### config.mk
export PLATFORM = sky130hd
export DESIGN_NAME = unidade_mult_div
export DESIGN_NICKNAME = d
export VERILOG_FILES = /design/src/rtl/unidade_mult_div.sv
export SDC_FILE = /design/constraint.sdc
export NUM_CORES = 1
export LEC_CHECK = 0
export ABC_CLOCK_PERIOD_IN_PS = 5900
export CAP_MARGIN = 20
export CORE_UTILIZATION = 40
export DETAILED_ROUTE_END_ITERATION = 10
export PLACE_DENSITY_LB_ADDON = 0.25
export SLEW_MARGIN = 40
export SYNTH_ARGS = -nofsm -noshare
export SYNTH_HDL_FRONTEND = slang
export SYNTH_SLANG_ARGS = --single-unit
### constraint.sdc
create_clock -name clock -period 5.9 [get_ports clock]
set_input_delay 0.885 -clock clock [delete_from_list [all_inputs] [get_ports clock]]
set_output_delay 0.885 -clock clock [all_outputs]
set_load 0.05 [all_outputs]
### src/rtl/unidade_mult_div.sv
// rtl/unidade_mult_div.sv - iterative multiply/divide unit with HI/LO result registers
module unidade_mult_div #(
  parameter int LARGURA = 32
) (
  input  logic               clock,
  input  logic               reset,
  input  logic               inicio,
  input  logic [1:0]         operacao,
  input  logic [LARGURA-1:0] operando_rs,
  input  logic [LARGURA-1:0] operando_rt,
  output logic               ocupado,
  output logic               pronto,
  output logic               div_zero,
  output logic [LARGURA-1:0] hi,
  output logic [LARGURA-1:0] lo
);

  typedef enum logic [1:0] {OCIOSO, CALCULA, FINALIZA} estado_t;

  estado_t                estado;
  logic                   eh_div;
  logic                   neg_a;
  logic                   neg_b;
  logic [LARGURA-1:0]     op_b;
  logic [2*LARGURA-1:0]   acc;
  logic [5:0]             contador;

  logic                   sinal_rs;
  logic                   sinal_rt;
  logic [LARGURA-1:0]     mag_rs;
  logic [LARGURA-1:0]     mag_rt;
  logic [LARGURA:0]       soma;
  logic [LARGURA:0]       parcial;
  logic [LARGURA:0]       dif;
  logic [2*LARGURA-1:0]   prox;
  logic [2*LARGURA-1:0]   prod_fin;
  logic [LARGURA-1:0]     quoc_fin;
  logic [LARGURA-1:0]     resto_fin;

  // Operand magnitudes at accept time, one iteration step, and final sign correction
  always_comb begin
    sinal_rs = operacao[0] & operando_rs[LARGURA-1];
    sinal_rt = operacao[0] & operando_rt[LARGURA-1];
    mag_rs   = sinal_rs ? -operando_rs : operando_rs;
    mag_rt   = sinal_rt ? -operando_rt : operando_rt;

    // Multiply: lower half holds the remaining multiplier bits, upper half accumulates
    soma    = {1'b0, acc[2*LARGURA-1:LARGURA]} + {1'b0, (acc[0] ? op_b : {LARGURA{1'b0}})};
    // Divide: remainder shifted left with the next dividend bit; borrow means restore
    parcial = acc[2*LARGURA-1:LARGURA-1];
    dif     = parcial - {1'b0, op_b};

    if (eh_div) begin
      if (dif[LARGURA])
        prox = {parcial[LARGURA-1:0], acc[LARGURA-2:0], 1'b0};
      else
        prox = {dif[LARGURA-1:0], acc[LARGURA-2:0], 1'b1};
    end else begin
      prox = {soma, acc[LARGURA-1:1]};
    end

    prod_fin  = (neg_a ^ neg_b) ? -acc : acc;
    quoc_fin  = (neg_a ^ neg_b) ? -acc[LARGURA-1:0] : acc[LARGURA-1:0];
    resto_fin = neg_a ? -acc[2*LARGURA-1:LARGURA] : acc[2*LARGURA-1:LARGURA];
  end

  // Control FSM with the working register and registered outputs
  always_ff @(posedge clock) begin
    if (reset) begin
      estado   <= OCIOSO;
      hi       <= '0;
      lo       <= '0;
      pronto   <= 1'b0;
      div_zero <= 1'b0;
      ocupado  <= 1'b0;
      contador <= '0;
      acc      <= '0;
      op_b     <= '0;
      eh_div   <= 1'b0;
      neg_a    <= 1'b0;
      neg_b    <= 1'b0;
    end else begin
      pronto <= 1'b0;
      case (estado)
        OCIOSO: begin
          if (inicio) begin
            eh_div   <= operacao[1];
            neg_a    <= sinal_rs;
            neg_b    <= sinal_rt;
            op_b     <= mag_rt;
            contador <= '0;
            ocupado  <= 1'b1;
            if (operacao[1] && (operando_rt == '0)) begin
              // Raw dividend kept so it can be returned unchanged in hi
              acc      <= {{LARGURA{1'b0}}, operando_rs};
              div_zero <= 1'b1;
              estado   <= FINALIZA;
            end else begin
              acc      <= {{LARGURA{1'b0}}, mag_rs};
              div_zero <= 1'b0;
              estado   <= CALCULA;
            end
          end
        end
        CALCULA: begin
          acc      <= prox;
          contador <= contador + 6'd1;
          if (contador == 6'(LARGURA - 1))
            estado <= FINALIZA;
        end
        FINALIZA: begin
          if (div_zero) begin
            hi <= acc[LARGURA-1:0];
            lo <= '1;
          end else if (eh_div) begin
            hi <= resto_fin;
            lo <= quoc_fin;
          end else begin
            hi <= prod_fin[2*LARGURA-1:LARGURA];
            lo <= prod_fin[LARGURA-1:0];
          end
          pronto  <= 1'b1;
          ocupado <= 1'b0;
          estado  <= OCIOSO;
        end
        default: estado <= OCIOSO;
      endcase
    end
  end

endmodule

After elaboration in Yosys (flattened, before gate mapping)
Index checks and enable logic that the tools add are counted.

cells by class
  add/subtract/negate cells = 8
  equal/unequal tests = 5
  mux-type cells = 25
  bitwise gates (word level) = 3
  reduce and logical (&&, ||, !) cells = 9

operators by type and width
  operator             number
  $mux 32              10
  $mux 64              4
  $neg 32->32          4
  $pmux 64 s2          1
  $neg 64->64          1
  $add 32x32->33       1
  $sub 33x32->33       1
  $logic_not 32->1     1
  $pmux 6 s2           1
  $reduce_and 2->1     4
  $add 6x1->6 const B  1
  $eq 6x5->1 const B   1
  $mux 2               3
  $mux 6               1
  $ne 2x2->1 const B   2
  $pmux 2 s2           1
  $reduce_bool 2->1    2
  $mux 1               3
  $and 1x1->1          2
  $eq 2x1->1 const B   1
  $eq 2x2->1 const B   1
  $logic_not 2->1      1
  $pmux 1 s2           1
  $logic_and 1x1->1    1
  $xor 1x1->1          1

storage, ports and cells
  register bits = 174
  output and inout port bits = 67

Longest topological paths before layout
  depth in word-level cells = 5
  gate-level depth with buffers = 14

Worst setup path before layout
Ideal clock, no wire load.

  path kind = input port to flip-flop
  from = input port operando_rt[8]
  to = register acc[21]
  data arrival time = 3.576 ns
  data required time = 5.762 ns
  path slack = 2.186 ns
  stages = 10
  cell sequence = or4_4 -> or4_4 -> or4_4 -> or3_4 -> and3_4 -> buf_6 -> buf_6 -> o21ai_0 -> xor2_1 -> o221ai_1

on the way
  cells in the longest elaborated chain, start to end = 5

RTL lines
  item                    line  source
  start: declaration      10    input logic [LARGURA-1:0] operando_rt,
  $logic_not 32->1        93    if (operacao[1] && (operando_rt == '0)) begin
  $logic_and 1x1->1       93
  $mux 32                 93
  $mux 64                 86    if (inicio) begin
  $pmux 64 s2             84    case (estado)
  end signal: assignment  95    acc <= {{LARGURA{1'b0}}, operando_rs};
  end signal: assignment  99    acc <= {{LARGURA{1'b0}}, mag_rs};
  end signal: assignment  106   acc <= prox;
  end: declaration        25    logic [2*LARGURA-1:0] acc;

No other way between the ends. The select of a mux whose other input is x is not followed.
A chain may end at the register's enable or synchronous reset.

Worst setup path in the final report
  from = register acc[31]
  to = register acc[39]

on the way
  cells in the longest elaborated chain, start to end = 4

RTL lines
  item            line  source
  $sub 33x32->33  51    dif = parcial - {1'b0, op_b};
  $mux 64         54    if (dif[LARGURA])
  $mux 64         53    if (eh_div) begin
  $pmux 64 s2     84

No other way between the ends.

==> results.py <==
metrics = {
    "critical_path": {
        "cp.arrival_ps": 4730,
        "critPathMaxStageDelay_ps": 700,
        "crit_path_start_kind": "flop",
        "crit_path_top_delay_cell": "sky130_fd_sc_hd__o41ai_1",
        "cp_max_fanout": 23,
        "setup.worst_path.class": "flop to flop",
        "endpoint_class_of_the_critical_path": "flop",
        "timing.critical_path.max_delay_family": "compound AO/OA/AOI/OAI gates",
        "crit_buf_inv": 2,
        "crit_chain": "inv_1 -> ha_1 -> fa_1 -> nand2b_1 -> a21oi_1 -> o41ai_1 -> o211ai_1 -> a221oi_2 -> xnor2_2 -> buf_4 -> mux2_2 -> a21oi_1 -> o21ai_0",
        "cp.depth": 13,
        "reg2regPathDepth": 13,
        "required_time_worst_endpoint_ps": 6220,
        "worst_path_most_repeated_cell": "sky130_fd_sc_hd__a21oi_1",
    },
    "clock_network": {
        "cts.reportedPaths.clkPinSlew_ps": 70,
        "total_clock_buffers_created_by_cts": 17,
        "cts-htree-levels": 4,
        "cts_post_setup_buffers_inserted": 0,
        "ctsRootBufferMaster": "sky130_fd_sc_hd__clkbuf_16",
        "cts-hold-fix-buffers": 0,
        "clock_latency_ps": 460,
        "post_cts.resized_instances": 0,
        "cts_num_sinks": 174,
        "ctsLongestPathBuffers": 2,
        "cts_tree": "done",
    },
    "sta": {
        "setup_total_negative_slack_ps": 0,
        "worst_rel_slew_slack_pct": 43.3,
        "layout_min_cycle_time_ps": 4410,
        "setup_repair_after_global_routing_missed_its_margin": "false",
        "finalMaxSlewViolations": 0,
        "hold_violations": 0,
        "worst_clock_skew_ps": 17.8,
        "fmaxAchievable_mhz": 227,
        "final_min_period_over_clock_period_pct": 74.7,
        "tightest_slew_ps": 848,
        "final-setup-viol-count": 0,
    },
    "yosys": {
        "synth_xor_xnor_area_share_pct": 10.9,
        "synthesis.nets": 1963,
        "synth-seq-cells": 174,
        "synth_top_family_by_area": "compound AO/OA/AOI/OAI gates",
        "syn-cell-area_mm2": 0.0137,
        "synth_seq_area_share_pct": 25.5,
        "yosysUniqueCellTypes": 75,
        "number_of_instances_in_the_synthesized_netlist": 1823,
        "synth_edf_count": 0,
        "ffs_w_async_s_r_synth_pct": 0,
        "post_synth_and_or_nand_nor_area_fraction_pct": 20.5,
        "syn_avg_cell_area_um2": 7.49,
        "synth.area.mux_share_pct": 4.11,
        "count_of_yosys_warnings_during_synthesis": 0,
        "synthFlopType": "sky130_fd_sc_hd__dfxtp_1",
        "synth_fa_ha_area_share_pct": 6.62,
        "synth-compound-area-share_pct": 27.1,
    },
    "detailed_routing": {
        "via_per_inst": 5.90,
        "drt_pass1_iterations": 6,
        "drt_iter0_markers": 1230,
        "vias": 13800,
        "routed_wire_length_per_instance_um": 19.8,
        "ant_nets": 0,
        "detail_route.wirelength_um": 46500,
        "drc_errors": 0,
    },
    "global_route": {
        "remaining_overflow_grt": 0,
        "grt_pass1_vias": 12800,
        "grt_first_pass_wirelength_um": 72900,
        "grt_max_degree": 68,
        "globalRouteTotalUtil_pct": 26.3,
        "antenna_found_initial": 0,
    },
    "place": {
        "detailed_place.area_mm2": 0.0153,
        "gp_congestion": 0.946,
        "place_hpwl_um": 35400,
        "portBuffers": 135,
    },
    "run": {
        "number_of_max_cap_violations": 0,
    },
    "hold_path": {
        "worstHoldPathCells": 2,
        "worst_hold_path_type": "flop to flop",
    },
    "layout": {
        "multiInputGateArea_mm2": 0.00955,
        "final_design_area_no_fill_mm2": 0.0160,
        "finish.net_count": 2021,
        "antenna-diode-count": 0,
        "synthToLayoutAreaGrowth_pct": 17.1,
        "final_core_utilization_pct": 47.7,
        "fillers": 3398,
        "area.sequential_mm2": 0.00349,
        "drive_gt1_share_pct": 5.33,
    },
    "outcome": {
        "outcome": "finished clean",
    },
    "power": {
        "design_power_total_mw": 3.73,
        "power_density_mw_per_mm2": 233,
        "worst_ir_drop_vdd_v": 0.000208,
        "leakage_nw": 6.08,
    },
    "floorplan": {
        "die_y_um": 187,
        "core-area_mm2": 0.0335,
        "die_x_um": 187,
        "initial_core_util_pct": 40.7,
        "design.portCount": 136,
        "floorplan.die_area_mm2": 0.0349,
        "placement_rows": 67,
    },
}
sequential cells by signal (all words and copies together) (netlist names):
| register | flops |
|---|---|
| ocupado | 1 |
| pronto | 1 |
| op_b | 32 |
| neg_b | 1 |
| neg_a | 1 |
| div_zero | 1 |
| contador | 6 |
| hi | 32 |
| eh_div | 1 |
| acc | 64 |
| estado | 2 |
| lo | 32 |
cells in the final DEF, fill, tap and decap left out, drive strengths merged, types with 7 or more instances in the layout:
cell type,instances
or3,26
nand2b,27
o21a,7
o41ai,14
mux2i,55
dfxtp,174
inv,68
and3,7
a22o,8
clkbuf,18
a31oi,28
a22oi,16
clkdlybuf4s50,134
o31ai,23
xor2,89
nand2,195
a21oi,168
buf,24
ha,69
nand3,34
xnor2,81
a21o,20
and2,13
nor2,173
a211oi,33
o221ai,32
or2,10
a311oi,13
nand4,8
nor3,35
o211ai,24
nor2b,8
o21ai,144
nor4,25
or4,18
per-stage QoR:
stage                     std cells  hold slack (ps)  setup WS, ps
after floorplan                1823              432          2190
after global placement         2310              446          1310
after detailed placement       2310              447          1420
after CTS                      2342              456          1400
after global routing           2342              481          1180
final                          2342              455          1490
report_power, final:
| group | switching (mW) | internal, mW |
|---|---|---|
| registers | 0.137 | 1.25 |
| clock network | 0.538 | 0.730 |
| logic | 0.659 | 0.417 |
metal layers:
metal	vias to the layer above	share of wire (%)	track usage, %
met4	0	2.0	7.06
met1	6515	48	38.5
met3	59	7.1	4.95
met2	509	43	39.0
li1	6742	-	-
met5	-	0	0
Yosys cell counts, types with 4 or more instances:
library cell                 n  area, µm²
sky130_fd_sc_hd__nor2_1    173        649
sky130_fd_sc_hd__o31ai_1    22        165
sky130_fd_sc_hd__a22oi_1    16        120
sky130_fd_sc_hd__or3_1      25        156
sky130_fd_sc_hd__xnor2_1    81        709
sky130_fd_sc_hd__or2_2      10       62.6
sky130_fd_sc_hd__o21bai_1    6       45.0
sky130_fd_sc_hd__a311oi_1   13        114
sky130_fd_sc_hd__nand3b_1    4       30.0
sky130_fd_sc_hd__mux2i_1    55        551
sky130_fd_sc_hd__a31oi_1    28        175
sky130_fd_sc_hd__dfxtp_1   174       3480
sky130_fd_sc_hd__clkbuf_1  102        383
sky130_fd_sc_hd__nand4_1     8       50.1
sky130_fd_sc_hd__buf_1      11       41.3
sky130_fd_sc_hd__o211a_1     6       60.1
sky130_fd_sc_hd__nor3_1     35        175
sky130_fd_sc_hd__a21o_1     20        150
sky130_fd_sc_hd__nand3_1    34        170
sky130_fd_sc_hd__a221oi_1    4       35.0
sky130_fd_sc_hd__a22o_1      8       70.1
sky130_fd_sc_hd__or4_1      15        113
sky130_fd_sc_hd__and2_1     13       81.3
sky130_fd_sc_hd__nand2b_1   27        169
sky130_fd_sc_hd__o41ai_1     9       78.8
sky130_fd_sc_hd__o41ai_2     5       81.3
sky130_fd_sc_hd__nand2_1   195        732
sky130_fd_sc_hd__nor4_1     25        156
sky130_fd_sc_hd__a211oi_1   33        248
sky130_fd_sc_hd__xor2_1     89        780
sky130_fd_sc_hd__and3_1      6       37.5
sky130_fd_sc_hd__nor2b_1     8       50.1
sky130_fd_sc_hd__a21oi_1   168        841
sky130_fd_sc_hd__o21a_1      7       52.6
sky130_fd_sc_hd__o21ai_0   140        701
sky130_fd_sc_hd__inv_1      63        236
sky130_fd_sc_hd__o211ai_1   24        180
sky130_fd_sc_hd__o221ai_1   32        280
sky130_fd_sc_hd__ha_1       69        863
path summary, 6_finish.rpt:
check	endpoint	slack, ps	startpoint
setup / recovery	acc[39]$_SDFFE_PP0P_	1490	acc[31]$_SDFFE_PP0P_
hold / removal	hi[5]$_SDFFE_PP0P_	460	hi[5]$_SDFFE_PP0P_
setup reg to reg	acc[39]$_SDFFE_PP0P_	1490	acc[31]$_SDFFE_PP0P_
hold reg to reg	hi[5]$_SDFFE_PP0P_	460	hi[5]$_SDFFE_PP0P_
worst min-delay path, delay by kind of cell (launching register included):
family,cells,cell delay [ps]
flops,1,310
simple gates,1,50
compound gates,1,50
kinds of logic after synthesis:
logic type	after synthesis
simple gates	595
compound gates	575
buf+inv	182
flops	174
xor+xnor	170
fa+ha+maj	71
mux	56
area by class of cell:
cell class / count / area share (%)
Multi-Input combinational cell: 1467 / 59.7
Clock buffer: 18 / 2.75
Clock inverter: 14 / 1.28
Sequential cell: 174 / 21.8
Timing Repair Buffer: 158 / 9.50
Tap cell: 448 / 3.50
Inverter: 63 / 1.48
Note: power is estimated with default switching activity, not from simulation.
